`src/rtl/sram_pkg.sv`:
```
// Shared types and elaboration-time helpers for the byte-enable dual-port SRAM.
package sram_pkg;

    typedef enum logic {
        CLEAR = 1'b0,
        READY = 1'b1
    } sram_state_t;

    function automatic int calc_nb(input int width, input int byte_w);
        return width / byte_w;
    endfunction

    function automatic bit width_ok(input int width, input int byte_w);
        return (byte_w > 0) && ((width % byte_w) == 0);
    endfunction

    function automatic bit rd_lat_ok(input int lat);
        return (lat == 1) || (lat == 2);
    endfunction

endpackage

```
`src/rtl/sram_clr_fsm.sv`:
```
// Post-reset clear sequencer: walks every address once, holding busy high until done.
module sram_clr_fsm
    import sram_pkg::*;
#(
    parameter int ADDR = 4
) (
    input  logic            clk,
    input  logic            rst,
    output logic            busy,
    output logic            clr_we,
    output logic [ADDR-1:0] clr_addr
);

    sram_state_t state;

    always_ff @(posedge clk) begin
        if (rst) begin
            state    <= CLEAR;
            clr_addr <= '0;
            busy     <= 1'b1;
        end else begin
            case (state)
                CLEAR: begin
                    clr_addr <= clr_addr + 1'b1;
                    // Last address is cleared on this edge; the array is usable next cycle.
                    if (clr_addr == {ADDR{1'b1}}) begin
                        state <= READY;
                        busy  <= 1'b0;
                    end
                end
                READY:   state <= READY;
                default: state <= CLEAR;
            endcase
        end
    end

    assign clr_we = (state == CLEAR);

endmodule

```
`src/rtl/sram_dp_be.sv`:
```
// Simple-dual-port SRAM with byte-lane writes, pipelined reads and a post-reset clear.
// Define SRAM_BYPASS_EN for write-first same-address read-during-write; default is read-first.
module sram_dp_be
    import sram_pkg::*;
#(
    parameter  int ADDR   = 4,
    parameter  int WIDTH  = 32,
    parameter  int BYTE_W = 8,
    parameter  int RD_LAT = 1,
    localparam int NB     = calc_nb(WIDTH, BYTE_W)
) (
    input  logic             clk,
    input  logic             rst,
    input  logic             wr_en,
    input  logic [ADDR-1:0]  wr_addr,
    input  logic [NB-1:0]    wr_be,
    input  logic [WIDTH-1:0] wr_data,
    input  logic             rd_en,
    input  logic [ADDR-1:0]  rd_addr,
    output logic             rd_valid,
    output logic [WIDTH-1:0] rd_data,
    output logic             busy
);

    localparam int DEPTH = 1 << ADDR;

    if (!width_ok(WIDTH, BYTE_W)) begin : g_bad_width
        $error("sram_dp_be: WIDTH must be a multiple of BYTE_W");
    end
    if (!rd_lat_ok(RD_LAT)) begin : g_bad_lat
        $error("sram_dp_be: RD_LAT must be 1 or 2");
    end

    logic            clr_we;
    logic [ADDR-1:0] clr_addr;

    sram_clr_fsm #(.ADDR(ADDR)) u_clr (
        .clk      (clk),
        .rst      (rst),
        .busy     (busy),
        .clr_we   (clr_we),
        .clr_addr (clr_addr)
    );

    logic [WIDTH-1:0] mem [DEPTH];
    logic             wr_go;
    logic             rd_go;
    logic [WIDTH-1:0] rd_word;

    assign wr_go = wr_en & ~busy;
    assign rd_go = rd_en & ~busy;

    // Nothing touches the array on a reset edge, so a colliding write is dropped.
    always_ff @(posedge clk) begin
        if (!rst) begin
            if (clr_we) begin
                mem[clr_addr] <= '0;
            end else if (wr_go) begin
                for (int i = 0; i < NB; i++) begin
                    if (wr_be[i]) mem[wr_addr][i*BYTE_W +: BYTE_W] <= wr_data[i*BYTE_W +: BYTE_W];
                end
            end
        end
    end

    always_comb begin
        rd_word = mem[rd_addr];
`ifdef SRAM_BYPASS_EN
        if (wr_go && (wr_addr == rd_addr)) begin
            for (int i = 0; i < NB; i++) begin
                if (wr_be[i]) rd_word[i*BYTE_W +: BYTE_W] = wr_data[i*BYTE_W +: BYTE_W];
            end
        end
`endif
    end

    logic [RD_LAT:1]            vld_pipe;
    logic [RD_LAT:1][WIDTH-1:0] dat_pipe;

    // Data stages only load on a valid beat so rd_data holds between reads.
    always_ff @(posedge clk) begin
        if (rst) begin
            vld_pipe[1] <= 1'b0;
            dat_pipe[1] <= '0;
        end else begin
            vld_pipe[1] <= rd_go;
            if (rd_go) dat_pipe[1] <= rd_word;
        end
    end

    if (RD_LAT == 2) begin : g_stage2
        always_ff @(posedge clk) begin
            if (rst) begin
                vld_pipe[RD_LAT] <= 1'b0;
                dat_pipe[RD_LAT] <= '0;
            end else begin
                vld_pipe[RD_LAT] <= vld_pipe[1];
                if (vld_pipe[1]) dat_pipe[RD_LAT] <= dat_pipe[1];
            end
        end
    end

    assign rd_valid = vld_pipe[RD_LAT];
    assign rd_data  = dat_pipe[RD_LAT];

endmodule

```
`config.mk`:
```
export PLATFORM = sky130hd
export DESIGN_NAME = sram_dp_be
export DESIGN_NICKNAME = d
export VERILOG_FILES = /design/src/rtl/sram_pkg.sv /design/src/rtl/sram_clr_fsm.sv /design/src/rtl/sram_dp_be.sv
export SDC_FILE = /design/constraint.sdc
export NUM_CORES = 1
export LEC_CHECK = 0
export ABC_AREA = 1
export CORE_MARGIN = 4
export CORE_UTILIZATION = 25
export CTS_CLUSTER_SIZE = 12
export DETAILED_ROUTE_END_ITERATION = 12
export SETUP_SLACK_MARGIN = 0.1
export SYNTH_ARGS = -nofsm -noshare
export SYNTH_HDL_FRONTEND = slang
export SYNTH_SLANG_ARGS = --single-unit
```
`constraint.sdc`:
```
create_clock -name clk -period 2.2 [get_ports clk]
set_input_delay 0.66 -clock clk [delete_from_list [all_inputs] [get_ports clk]]
set_output_delay 0.66 -clock clk [all_outputs]
set_load 0.02 [all_outputs]
```
==> run metrics <==
status=complete, no violations; antenna-violating nets left=0; Ports=82; yosys warns=0; DR vias=between 15,000 and 20,000; Net Count, Synth=2,094; DP HPWL=40.3 mm; initial antenna violation count=0; Crit path top cell by count=nor2_4; clk buf depth=3; CTS buffer count=56; Die W=roughly 310 microns; worst-margin pin slew=0.622 ns; Util after Layout=32.4%; Clock Skew=0.0158 ns; area post-placement=26,600 sq um; Worst Hold Class=reg -> reg; commonest non-fill, non-tap cell in the layout=nand2_1; slowest CP cell=dfxtp_2; Final nets=2,301; first-pass GRT wire length=between 90 and 100 mm; WP data required=roughly 2.5 ns; Synth area leader=edfxtp_1; top post-synthesis cells by area=edfxtp_1 68%, nand2_1 10%, nand3_1 8.7%; Pwr per Cell Area=748 nW/um^2; Crit path max-delay family=simple AND/OR/NAND/NOR gates; Startpoint Class=flop; CTS tree=built; Rows=110; placed cells=3,347; largest net degree at the start of global routing=67; metal3 WL=approximately 4.6 mm; hold_ws=0.533 ns; CP Buf/Inv Count=3; post-layout min period=2.15 ns; Area Overhead vs Synth=28.6%; # port buffers=between 80 and 90; detail-routed via count per cell=4.55; met1 wire length=28.9 mm; Clock Latency Late Sink=between 0.6 and 0.7 ns; core area=~90,000 sq um; Die ar.=~95,000 sq um; Seq/Total Area, Yosys=71.4%; clock edge transition at the registers on the reported setup and hold paths=0.06 ns; Routed WL=63.9 mm; highest routed layer=met4; crit path DAT=roughly 2.5 ns; Die H=~310 microns; routed length per instance=between 15 and 20 microns; Distinct cells, synth=23; Final Hold Viols=0; Non-Filler Instances=3,472; Worst VDD drop=0.000570 V; #FFs+latches synth=551; DRC viols=0; critical path cell sequence=nor2_4 -> o211ai_4 -> buf_6 -> nand3_4 -> nand2_4 -> nor2_4 -> nand2_4 -> buf_8 -> nor2_4 -> buf_6; post-synthesis cell area=22,600 sq um; ant diodes=0; gr ovfl total=0; Initial Util=about a quarter; Final Setup Violations=0; Slew HR=between 50% and 60%; total global routing track utilization=13.0%; Slew Limit Fails=0; flop2flop setup slack=0.05 ns; share of the synthesized area in the top cell type=approximately two thirds; clock net sink count=551; Final Cell Area=29,100 sq um; Slowest Stage Delay on Critical Path=0.34 ns; WL met2=about 28 mm; Mapped Cells=2,045; share of cells above drive strength 1=between 10% and 20%; RSZ-0062 raised after global routing=true; Worst Path Max Fanout=8; overall power=roughly 22 mW; Detailed Routing Iterations Pass 1=5; vias in the first global route=15,200; achievable frequency=0.465 GHz; Critical Path Sink Type=flop; 1st-iter DRT viols=~1,600; P_leak=10.9 nW; number of max-cap violations=0; Crit Path Class=reg -> reg; RePlAce Congestion=0.802; most frequent cells in the layout=617 x nand2_1, 512 x edfxtp_1, 386 x nand3_1; Clock Tree Root=clkbuf_16; Tcrit/Tclk final=97.8%; H-tree depth=2; mean post-synth cell area=11.1 sq um
## repair_timing
item / 4_1_cts / 5_1_grt
endpoints found under the setup margin: 546 / 515
setup buffers: 8 / 12
gates resized for setup: 70 / 144
gates cloned: 2 / 1
hold buffers: 0 / 0
pin swaps: 17 / 34
## flip-flops by register name, summed over array words and instances (netlist names)
| register | flops |
|---|---|
| mem | 512 |
| rd_data | 32 |
| rd_valid | 1 |
| u_clr.busy | 1 |
| u_clr.clr_addr | 4 |
| u_clr.state | 1 |
## through the flow
step	setup TNS, ns	setup WS, ns
after floorplan	0	0.0680
after global placement	-505.55	-0.670
after CTS	0	0.0111
final	0	0.0485
after detailed placement	-533.21	-0.701
after global routing	-0.635	-0.0241
## kinds of logic after synthesis
group / share of synthesized area (%)
and+or+nand+nor: 23.0
DFF: 71.4
buffers and inverters: 3.74
AOI/OAI and AO/OA: 1.87
adders and majority gates: 0.0553
## tightest hold or removal path, stage by stage, from the launching register on
cell	delay, ns
dfxtp_2	0.34
inv_4	0.09
a21oi_1	0.07
## cell usage after synthesis
cell type  instances
nor3_1             4
dfxtp_1           39
clkbuf_1          35
a31oi_1            5
buf_2             67
nor2_1           164
buf_4              1
nand2_1          623
o211ai_4           2
nand3_1          393
a21oi_1           34
nor2_8             1
inv_2              4
a22o_1             1
o21ai_1           32
o21ai_0            2
buf_1             18
edfxtp_1         512
ha_1               1
nor2_4             9
nand2_4            1
inv_1             77
nand2_2           20
## area by class of cell
cell class | count | area (sq um)
multi-input cells | 1295 | 6280
flip-flops and latches | 551 | 16200
clock inverters | 12 | 57.6
inverters | 81 | 314
well taps | 1176 | 1470
clock buffers | 90 | 1630
repair buffers | 267 | 3190
fillers | 8868 | 60800
## power breakdown
group | leakage [nW] | switching (mW) | internal [mW]
Combinational | 5.10 | 0.949 | 0.518
Sequential | 5.02 | 0.0342 | 11.4
Clock | 0.823 | 3.83 | 5.03
Total | 10.9 | 4.81 | 17.0
## worst paths after layout
path | from | endpoint | cells past startpoint
setup / recovery | u_clr.busy | mem[12][2] | 10
hold / removal | u_clr.state | u_clr.state | 2
setup reg to reg | u_clr.busy | mem[12][2] | 10
hold reg to reg | u_clr.state | u_clr.state | 2
## per-layer routing
| metal | global-route usage, % | up-vias |
|---|---|---|
| met1 | 18.6 | 7638 |
| met4 | 4.18 | 0 |
| met5 | 0 | - |
| met3 | 2.63 | 119 |
| li1 | - | 7444 |
| met2 | 20.0 | 588 |
No activity file was read; power rests on OpenSTA's default activity.
==> variant 1 (config.mk and constraints unchanged) <==
Register the outputs `rd_valid` and `rd_data`; this adds one clock of latency there. The other outputs are not delayed to match.
--- a/src/rtl/sram_dp_be.sv
+++ b/src/rtl/sram_dp_be.sv
@@ -102,4 +102,6 @@
 
-    assign rd_valid = vld_pipe[RD_LAT];
-    assign rd_data  = dat_pipe[RD_LAT];
+    always_ff @(posedge clk) begin
+        rd_valid <= vld_pipe[RD_LAT];
+        rd_data  <= dat_pipe[RD_LAT];
+    end
 
Check against the original RTL: no difference found for any inputs over 4 cycles, from zero or initial values and one cycle with rst high; that may be too few to reach the edited logic, so the function may still have changed.
==> variant 1 against the unedited design <==
Cell count rose by 3.4%; synthesized area rose by 2.9%; highest routed layer is now met5; sequential power rose by 5%; setup slack improved by 0.050 ns; power rose by 4.4%; sequential cell count rose by 33; cell area rose by 3.1%; routed wire length rose by 1.2%; global-route usage fell by 0.34 points.
==> variant 1: results (changes against the unedited design) <==
HP Class=reg2reg; Vias=15,900 (+0.79%); Iteration-0 DRC Markers=1,687 (+8.5%); H-tree depth=2 (unchanged); post-route setup slack=0.0981 ns (+0.0497 ns); vias in the first global route=15,100 (-0.26%); Buffers on Ports=81 (unchanged); Post-DP Area=0.0274 sq mm (+3.0%); Adder-Cell Fraction of Synth Area=0.0537% (-0.0016 points); crit-path max cell delay=0.36 ns (+0.02 ns); clk_skew=0.0242 ns (+0.00838 ns); Syn Nets=2,127 (+1.6%); worst-path fanout max=8 (unchanged); asr flop ratio synth=0% (unchanged); Post-Synth XOR/XNOR Area=0% (unchanged); Yosys warning total=0 (unchanged); EDFF count, synth=512 (unchanged); Final GP Congestion=0.810 (+0.95%); critical path's slowest cell=dfxtp_2; first-pass GRT wire length=95,200 microns (+1.2%); outcome=complete, no violations; Regs by FF count=mem x512, dat_pipe x32, rd_data x32; clock slew at reported path FFs=0.06 ns (about the same); mux share of post-synthesis cell area=0% (unchanged); largest net degree at the start of global routing=65 (-3.0%); top cells by area, synth=edfxtp_1 (66%), nand2_1 (10%), nand3_1 (8.4%), dfxtp_1 (6.2%), nor2_1 (2.6%); share of layout cells above drive strength 1=17.5% (+0.19 points); Post-synth top cells=nand2_1 (623), edfxtp_1 (512), nand3_1 (393); Worst-Skew Late Latency=0.62 ns; sequential area share after synthesis=72.2% (+0.81 points); initial antenna violation count=1 (+1); slew margin rel.=62.0% (+3.5 points); final hold vios=0 (unchanged); Setup WS pre-CTS=-0.867 ns (-0.165 ns); Post-DP HPWL=41,800 microns (+3.8%); Compound-Gate Fraction of Synth Area=1.82% (-0.053 points); Main synth FF type=edfxtp_1; maximum clock path buffer count=3 (unchanged); Yosys cell types=23 (unchanged); Lkg Pwr=11.3 nW (+2.9%); TritonCTS Buffers=58 (+3.6%); Peak VDD IR=0.631 mV (+11%); nets=2,348 (+2.0%); router iterations before antenna repair=5 (unchanged); CTS root buf=clkbuf_16; Tot GR Track Use=12.7% (-0.34 points); Post-Route WL=64,700 microns (+1.2%)
variant 1: per-stage QoR:
| step | hold WS [ns] | std cells |
|---|---|---|
| after CTS | 0.351 | 3570 |
| after global placement | 0.313 | 3454 |
| final | 0.349 | 3589 |
| after detailed placement | 0.336 | 3454 |
| after global routing | 0.360 | 3588 |
| after floorplan | 0.310 | 2078 |
variant 1: worst max-delay path: cells and delay by family (launching register included):
family,cells,cell delay [ns]
AND/OR/NAND/NOR,7,0.74
buffers and inverters,4,0.55
flip-flops,1,0.36
AO/OA/AOI/OAI,1,0.12
variant 1: cell families (layout without fill, tap and decap cells):
group	after synthesis	after routing
compound gates	76	78
fa+ha+maj	1	1
buf+inv	202	467
flops	584	584
other cells	0	1
simple gates	1215	1215
variant 1: layer usage:
layer,track usage [%],share of wire (%),up-vias
met3,2.89,8.6,75
met5,0,0.022,-
met1,18.8,46,7636
li1,-,-,7571
met2,18.8,44,629
met4,3.22,1.7,2
variant 1: repair_timing:
item | CTS | global route
endpoints found under the setup margin | 570 | 556
gates resized for setup | 76 | 132
buffers inserted | 8 | 18
gates cloned | 2 | 0
endpoints found under the hold margin | 0 | 0
pin swaps | 12 | 25
variant 1: worst paths after layout:
check | cells after the start | endpoint | startpoint
worst min-delay path | 0 | rd_data[11] | dat_pipe[11]
worst min register to register | 0 | rd_data[11] | dat_pipe[11]
worst max register to register | 12 | mem[15][10] | u_clr.busy
worst max-delay path | 12 | mem[15][10] | u_clr.busy
variant 1: layout make-up:
class	count	area (sq um)
clock inverter	12	76.3
tap	1243	1560
inverter	81	319
multi-input combinational	1294	6270
fill	9123	62100
sequential	584	16800
timing repair buffer	280	3310
antenna	1	2.50
clock buffer	94	1660
variant 1: power breakdown:
part | internal [mW] | switching [mW] | leakage [nW]
sequential | 12.0 | 0.0335 | 5.29
combinational | 0.542 | 0.962 | 5.13
clock | 5.13 | 4.04 | 0.848
total | 17.7 | 5.04 | 11.3
==> variant 2 (config.mk and constraints unchanged) <==
Made on the original files. Add a define of `SRAM_BYPASS_EN`.
--- a/src/rtl/sram_dp_be.sv
+++ b/src/rtl/sram_dp_be.sv
@@ -2,2 +2,4 @@
 // Define SRAM_BYPASS_EN for write-first same-address read-during-write; default is read-first.
+`define SRAM_BYPASS_EN
+
 module sram_dp_be
Function: no difference found for any inputs over 4 cycles, from zero or initial values and one cycle with rst high; that may be too few to reach the edited logic, so the function may still have changed.
==> variant 2 against the unedited design <==
The run now ends with setup timing left; power grew 3.4%; synthesized cell count grew 21%; sequential cell count is the same; first-iteration DRC count grew 17%; setup slack lost 0.14 ns; die area grew 6.5%; cell count grew 16%; cell area grew 9.2%; fmax shrank 6.0%; synthesized area grew 6.7%; combinational power grew 18%; routed wire length grew 14%; largest power group unchanged; highest routed layer unchanged.
==> variant 2: results (changes against the unedited design) <==
Critical R2R Launch=u_clr.state; power density over the cells=708 mW/mm^2 (-5.3%); flop2flop setup slack=-0.08 ns (-0.13 ns); Min Hold Slack=0.460 ns (-0.0723 ns); NonClk Buf Share=12.1% (+1.1 points); Syn Nets=2,527 (+21%); Flop pwr share=51.0% (-1.6 points); failing checks=setup timing; Peak VDD IR=0.592 mV (+3.9%); Yosys cell types=27 (+17%); final-layout clock buffer total=87 (-3.3%); post-CTS sizing=189 (+170%); reg2reg end=mem[5][29]; Final Non-Filler Cells=4,042 (+16%); Comb. pwr=1.73 mW (+18%); met1 usage=19.7% (+1.1 points); post-route setup slack=-0.0887 ns (-0.137 ns); WP data arrival=2.62 ns (+0.16 ns); Avg WL per Cell=18.0 microns (-2.4%); worst setup path end=mem[5][29]; Avg Inst Size Synth=9.74 sq um (-12%); sequential area share after synthesis=66.9% (-4.5 points); Setup crit start=wr_be[1]; share of layout cells above drive strength 1=17.1% (-0.22 points); first-pass GRT wire length=107,000 microns (+14%); final setup fails=373 (+373); Post-DP Area=0.0288 sq mm (+8.3%); met3 Usage GRT=3.63% (+1.0 points); Seq area share=50.8% (-4.7 points); Final GP Congestion=0.835 (+4.1%); Non-clock buffers=320 (+20%); vias per std cell=4.43 (-2.6%); Tot GR Track Use=13.7% (+0.69 points); vias in the first global route=17,100 (+13%); inverters=339 (+320%); Post-synth top cells=nand2_1 (887), edfxtp_1 (512), nand3_1 (358); Row Count=113 (+2.7%); met3 wire length=7340 microns (+58%); Post-CTS Setup Inserts=18 (+10); global routing usage on met2=20.3% (+0.30 points); outcome=finished, violations left; TritonCTS Buffers=59 (+5.4%); router iterations before antenna repair=6 (+1); R2R depth=14 (+4); Lkg Pwr=13.2 nW (+21%); Min-Delay Startpoint=rd_data[11]
==> variant 2: cell count changes after synthesis, sizes merged, moves of 35 or more <==
cell and change:
clkbuf +55, nor2 -61, buf -43, nand3 -35
inv +258, nand2 +253
==> variant 2: kinds of logic after synthesis <==
family	share of synthesized area (%)
XOR/XNOR	0.0363
AND/OR/NAND/NOR	24.3
buffers and inverters	7.48
AO/OA/AOI/OAI	1.22
flip-flops	66.9
adder cells (fa/ha/maj)	0.0518
==> variant 2: critical path: stages <==
cell	delay (ns)
dlygate4sd2_1	0.26
o211ai_1	0.27
nand2_4	0.19
buf_6	0.18
buf_6	0.12
nand2_4	0.06
o21ai_4	0.08
nor2_4	0.19
buf_12	0.15
nand2_8	0.07
buf_6	0.14
nor2_4	0.12
buf_12	0.13
==> variant 2: per-stage QoR <==
step	setup WS [ns]	util, %
2_1_floorplan	-0.164	-
3_3_place_gp	-1.03	30.2
3_5_place_dp	-1.02	30.2
4_1_cts	-0.107	32.9
5_1_grt	-0.175	33.3
6_report	-0.0887	33.3
